===== src/rtl/param_stack.sv =====
// Parametrised LIFO with registered top-of-stack, occupancy count and sticky
// overflow/underflow flags. Simultaneous push+pop replaces the top entry in place.
module param_stack #(
  parameter int unsigned DATA_W = 18,
  parameter int unsigned ADDR_W = 4
) (
  input  logic              clk,
  input  logic              rst,
  input  logic              push_en,
  input  logic              pop_en,
  input  logic [DATA_W-1:0] data_in,
  input  logic              clr_err,
  output logic [DATA_W-1:0] data_out,
  output logic [ADDR_W:0]   count,
  output logic              empty,
  output logic              full,
  output logic              overflow,
  output logic              underflow
);

  localparam int unsigned     DEPTH    = 1 << ADDR_W;
  localparam logic [ADDR_W:0] CNT_ONE  = {{ADDR_W{1'b0}}, 1'b1};
  localparam logic [ADDR_W:0] CNT_FULL = {1'b1, {ADDR_W{1'b0}}};
  localparam logic [ADDR_W-1:0] IDX_ONE = ADDR_W'(1);
  localparam logic [ADDR_W-1:0] IDX_TWO = ADDR_W'(2);

  typedef enum logic [1:0] {
    OP_IDLE    = 2'b00,
    OP_POP     = 2'b01,
    OP_PUSH    = 2'b10,
    OP_REPLACE = 2'b11
  } op_e;

  logic [DATA_W-1:0] mem [DEPTH];

  logic [ADDR_W:0]   sp;
  logic [ADDR_W:0]   sp_nxt;
  logic [ADDR_W-1:0] idx_top;
  logic [ADDR_W-1:0] idx_below;
  logic [DATA_W-1:0] dout_nxt;
  logic              we;
  logic [ADDR_W-1:0] waddr;
  logic              ovf_evt;
  logic              unf_evt;
  op_e               op;

  assign count = sp;
  assign empty = (sp == '0);
  assign full  = (sp == CNT_FULL);

  // Index arithmetic is modulo DEPTH; sp == DEPTH maps its low bits to 0,
  // so sp-1 and sp-2 still land on the correct entries when full.
  assign idx_top   = sp[ADDR_W-1:0] - IDX_ONE;
  assign idx_below = sp[ADDR_W-1:0] - IDX_TWO;

  always_comb begin
    op       = op_e'({push_en, pop_en});
    sp_nxt   = sp;
    dout_nxt = data_out;
    we       = 1'b0;
    waddr    = sp[ADDR_W-1:0];
    ovf_evt  = 1'b0;
    unf_evt  = 1'b0;
    case (op)
      OP_PUSH: begin
        if (full) begin
          ovf_evt = 1'b1;
        end else begin
          we       = 1'b1;
          waddr    = sp[ADDR_W-1:0];
          sp_nxt   = sp + CNT_ONE;
          dout_nxt = data_in;
        end
      end
      OP_POP: begin
        if (empty) begin
          unf_evt = 1'b1;
        end else if (sp == CNT_ONE) begin
          sp_nxt   = '0;
          dout_nxt = '0;
        end else begin
          sp_nxt   = sp - CNT_ONE;
          dout_nxt = mem[idx_below];
        end
      end
      OP_REPLACE: begin
        we       = 1'b1;
        dout_nxt = data_in;
        if (empty) begin
          waddr  = '0;
          sp_nxt = CNT_ONE;
        end else begin
          waddr  = idx_top;
        end
      end
      default: ;
    endcase
  end

  always_ff @(posedge clk) begin
    if (rst) begin
      sp        <= '0;
      data_out  <= '0;
      overflow  <= 1'b0;
      underflow <= 1'b0;
    end else begin
      sp        <= sp_nxt;
      data_out  <= dout_nxt;
      overflow  <= ovf_evt | (overflow & ~clr_err);
      underflow <= unf_evt | (underflow & ~clr_err);
    end
  end

  always_ff @(posedge clk) begin
    if (!rst && we) begin
      mem[waddr] <= data_in;
    end
  end

endmodule


===== config.mk =====
export PLATFORM = sky130hd
export DESIGN_NAME = param_stack
export DESIGN_NICKNAME = d
export VERILOG_FILES = /design/src/rtl/param_stack.sv
export SDC_FILE = /design/constraint.sdc
export NUM_CORES = 1
export LEC_CHECK = 0
export CORE_AREA = 2 2 136 152
export DETAILED_ROUTE_END_ITERATION = 16
export DIE_AREA = 0 0 138 154
export PLACE_DENSITY = 0.82
export SKIP_LAST_GASP = 1
export SYNTH_ARGS = -nofsm -noshare
export SYNTH_HDL_FRONTEND = slang
export SYNTH_SLANG_ARGS = --single-unit

===== constraint.sdc =====
create_clock -name clk -period 9.1 [get_ports clk]
set_clock_uncertainty 0.15 [all_clocks]
set_input_delay 1.82 -clock clk [delete_from_list [all_inputs] [get_ports clk]]
set_output_delay 1.82 -clock clk [all_outputs]
set_load 0.02 [all_outputs]

# Yosys cells after proc, flatten, opt, wreduce, memory -nomap -nowiden
# Memories as Yosys holds them, arrays and structs flattened.
# Index checks and enable logic that the tools add are counted.
[op_classes]
n_mux = 19
eq_ne = 8
reduce_logical = 6
n_bitwise = 5
addsub = 4
[op_table]
columns = ["op", "n"]
rows = [
  ["18-bit 2-to-1 mux", 3],
  ["18-bit one-hot mux with 3 select lines", 1],
  ["5-bit 2-to-1 mux", 4],
  ["5-bit one-hot mux with 3 select lines", 1],
  ["4-bit 2-to-1 mux", 2],
  ["1-bit 2-to-1 mux", 7],
  ["2-bit inequality test (second input constant)", 3],
  ["5-bit by 1-bit adder with 5-bit output (second input constant)", 1],
  ["5-bit by 1-bit == test with 1-bit output (second input constant)", 1],
  ["5-bit == test (second input constant)", 1],
  ["5-bit zero test", 1],
  ["5-bit by 1-bit subtractor with 5-bit output (second input constant)", 1],
  ["2-bit == test (second input constant)", 2],
  ["4-bit AND reduction", 1],
  ["4-bit by 1-bit subtractor with 4-bit output (second input constant)", 1],
  ["4-bit by 2-bit subtractor with 4-bit output (second input constant)", 1],
  ["3-bit AND reduction", 1],
  ["3-bit nonzero test", 1],
  ["1-bit AND", 2],
  ["2-bit by 1-bit == test with 1-bit output (second input constant)", 1],
  ["1-bit OR", 2],
  ["1-bit one-hot mux with 2 select lines", 1],
  ["1-bit logical AND", 1],
  ["1-bit zero test", 1],
  ["1-bit inverter", 1],
]
[totals]
register_bits = 25
memories = 1
out_inout_bits = 27
ram_bits = 288
input_bits = 23
[memory_table]
columns = ["memory", "words", "word_bits", "read_ports", "rd_clocked_by_memory_dff", "wr", "line_no", "rtl"]
rows = [
  ["mem", 16, 18, 1, 0, 1, "34", "logic [DATA_W-1:0] mem [DEPTH];"],
]

# Depth between registers and ports, before layout
[depth]
ltp_word = 6
mapped_depth = 11
mapped_depth_nobuf = 6

# Least setup slack after synthesis
# Ideal clock, no wire load.
[synth_path]
path_type = "input -> register"
from = "input port pop_en"
to = "memory mem[13][0], enable pin"
setup_ns = 0.416
arrival_ns = 4.089
path_stages = 6
t_required_ns = 8.534
path_slack_ns = 4.446
n_path_buf = 2
path_cell_list = "buf_2 > inv_1 > a311oi_1 > a21bo_2 > clkbuf_1 > nor3_1"
[synth_between]
elab_chain_cells = 5
[synth_lines]
columns = ["element", "line_no", "rtl"]
rows = [
  ["start: declaration", "10", "input logic pop_en,"],
  ["2-bit == test", "64", "case (op)"],
  ["1-bit one-hot mux with 2 select lines", "64", ""],
  ["1-bit logical AND", "115", "if (!rst && we) begin"],
  ["1-bit 2-to-1 mux", "115", ""],
  ["1-bit 2-to-1 mux (implied by the code)", "116", "mem[waddr] <= data_in;"],
  ["end: declaration", "34", ""],
]
# Parallel ways exist; a longest one is shown, timed or not.

# Worst setup path in the final report
[layout_path]
from = "register sp[0], in the netlist count[0]"
to = "output port empty"
[layout_between]
elab_chain_cells = 1
[layout_lines]
columns = ["element", "line_no", "rtl"]
rows = [
  ["start: declaration", "36", "logic [ADDR_W:0] sp;"],
  ["start signal: assignment", "107", "sp <= sp_nxt;"],
  ["5-bit zero test", "48", "assign empty = (sp == '0);"],
  ["end: declaration", "15", "output logic empty,"],
]
# Every way passes these cells.

==> metrics <==
RR Endpoint=data_out[4]$_SDFFE_PP0P_; endpoints failing setup=0; GR Overflow Total=0; area of the core=19600 um2; unrepaired setup endpoints after global routing=false; Slew Limit Fails=0; cell taking the most area after synthesis=edfxtp_1; Root Buffer=clkbuf_16; total of max-cap violations=0; first-pass GRT wire length=42.7 mm; Fin Hold WS=324 ps; crit-path max cell delay=approximately 740 ps; CTS Hold Bufs=0; Hold Startpoint=overflow$_SDFF_PP0_; 1st-pass router iterations=5; Fmax=between 150 and 200 MHz; # fillers=1073; CP max FO=38; vias in the first global route=6810; Worst Hold Class=reg2reg; Post-synth EDFFs=288; drt drc=0; Vias/cell=6.87; CP Launch Point=count[0]$_SDFFE_PP0P_; Initial Util=64.5%; worst path required time=7130 ps; Final WS setup=3880 ps; clock tree buffer depth=3; Routed wire per std cell=between 20 and 30 um; post-place setup slack=3520 ps; Worst Reg-to-Reg Cells=7; worst-margin pin slew=1200 ps; Final min period=5220 ps; IO Port Bufs=49; Netlist cell types=55; leakage dissipation=4.54 nW; GRT Util Overall=between 20% and 30%; clk_lat worst skew=roughly 540 ps; CP Class=reg2out; Area contributors post-synth=edfxtp_1, mux4_2, dfxtp_1, mux2_2, mux4_1; crit end category=output pin; post-route ant nets=0; Rel. slew slack=19.8%; CP top delay family=buffers and inverters; RePlAce Congestion=about 0.85; Nets=736; Final Hold Vio Count=0; detailed-route via count=6734; setup_tns=0 ps; fraction of the yosys area taken by sequential cells=between 70% and 80%; dpl hpwl=15.8 mm; Power Dens Cells=252 nW/um2; Die Ht=154 um; die area=21300 um2; reg-to-reg slack, setup=4870 ps; Seq cells post-synth=313; Startpoint Class=flop; Num CTS Buffers=29; drt total wl=approximately 28 mm; Pwr Total=3.63 mW; Top FF cell, synth=edfxtp_1; area delta synth->final=14.3%; post_cts resized=0; hold endpoint=overflow$_SDFF_PP0_; H-tree levels=1; share of layout cells above drive strength 1=27.3%; Reg-to-Reg Start=count[1]$_SDFFE_PP0P_; Hold Path Cell Cnt=2; mapped cell area=12600 um2; ordered cell list for the critical path=inv_2 -> ha_1 -> nor4b_4 -> clkdlybuf4s50_1; Post-CTS Setup Repair Bufs=0; Worst-path clk slew=60 ps; WP buf/inv=2; fin util=73.7%; top-area cell type share of the netlist area=between 60% and 70%; initial DRC count=889; Syn Nets=between 600 and 700; Peak VDD IR=0.169 mV; chip width=138 um; Ys Warns=0; Arrival @ worst endpoint=about 3300 ps; ys async rst share=0%; Core Rows=54; post-synthesis cell count=between 600 and 700; Final Cycle Share=57.4%; largest net degree at the start of global routing=49; ant diodes=0; I/O pin cnt=50; initial antenna violation count=0; outcome=completed; clock sinks=313; CTS tree=done; Slowest-stage cell, CP=clkdlybuf4s50_1; Syn Area/Cell=19.6 um2
==> worst reg2reg max path, delay by kind of cell (launching register included) <==
kind | cells | cell delay [ps]
buf+inv | 2 | 900
fa+ha+maj | 1 | 890
flops | 1 | 790
mux | 2 | 710
compound gates | 2 | 620
==> cell usage after synthesis, types with 2 or more instances <==
cell type,n
buf_2,12
buf_4,4
edfxtp_1,288
nor4b_4,2
nor2b_1,4
a22oi_1,2
a21oi_1,9
ha_1,7
a31oi_1,4
nor4_1,3
dfxtp_1,25
a221oi_2,3
nor3_1,17
or3_1,2
and2_1,2
nand3_1,3
a311oi_1,5
nand2_1,28
nand2b_1,2
buf_1,4
mux2_2,35
a211oi_1,18
nor2_1,22
nand4_1,2
a221oi_1,13
mux2i_1,6
xor2_1,2
mux4_2,64
inv_1,7
clkbuf_1,14
buf_6,6
mux4_1,6
==> per-stage QoR <==
| step | instances | instance area (um2) |
|---|---|---|
| detailed placement | 927 | 13500 |
| global placement | 927 | 13500 |
| finish | 980 | 14400 |
| floorplan | 644 | 12600 |
| global route | 980 | 14400 |
| CTS | 980 | 14400 |
==> layout by cell type (no fill, tap or decap), types with 3 or more instances in the layout <==
cell	netlist	layout
mux2_2	35	35
clkinv_2	0	6
clkbuf_16	0	29
nand2_1	28	28
inv_1	7	7
a311oi_1	5	5
a221oi_2	3	3
clkbuf_1	14	5
clkbuf_8	0	6
mux4_2	64	64
nor2_1	22	22
nor3_2	1	17
a221oi_1	13	13
bufinv_16	0	3
a21oi_1	9	9
a31oi_1	4	4
a211oi_1	18	18
nor4_1	3	3
edfxtp_1	288	288
nor2b_1	4	4
clkdlybuf4s50_1	0	49
mux2i_1	6	6
buf_4	4	22
mux4_1	6	6
dfxtp_1	25	24
nand3_1	3	3
ha_1	7	6
==> final cells by class <==
class                   instances  area [um2]  area share [%]
clock inverters                13         145            1.01
repair buffers                 71         656            4.54
clock buffers                  40         827            5.73
inverters                       8        30.0           0.208
well taps                     252         315            2.18
multi-input cells             283        3310            22.9
flip-flops and latches        313        9150            63.4
==> metal layers <==
metal  GRT usage [%]  vias to the layer above  wire (um)
met5               0                        -          0
met4            6.61                        0        647
met3            3.89                       60       2290
met2            43.0                      425      13700
met1            39.4                     3456      11400
li1                -                     2793          -
==> power breakdown <==
part / total, mW / leakage, nW / switching [mW] / internal [mW]
registers: 1.68 / 2.80 / 0.0532 / 1.63
clock network: 1.23 / 0.484 / 0.511 / 0.719
logic: 0.724 / 1.26 / 0.392 / 0.332
total: 3.63 / 4.54 / 0.956 / 2.68
==> how the worst max path moves through the flow <==
stage / endpoint / cells after the start
global route: empty / 4
detailed placement: mem[3][17]$_DFFE_PP_ / 5
global placement: mem[3][4]$_DFFE_PP_ / 5
CTS: empty / 4
floorplan: mem[13][0]$_DFFE_PP_ / 6
finish: empty / 4
==> registers in the layout, indices dropped and copies added (netlist names) <==
register,count
overflow,1
count,5
mem,288
underflow,1
data_out,18
==> cells by family after synthesis <==
family | after synthesis | share of synthesized area [%]
flops | 313 | 72.4
mux | 111 | 16.3
simple gates | 94 | 3.97
compound gates | 67 | 4.27
buf+inv | 48 | 2.02
fa+ha+maj | 7 | 0.694
xor+xnor | 4 | 0.337
(Power assumes the default switching activity.)
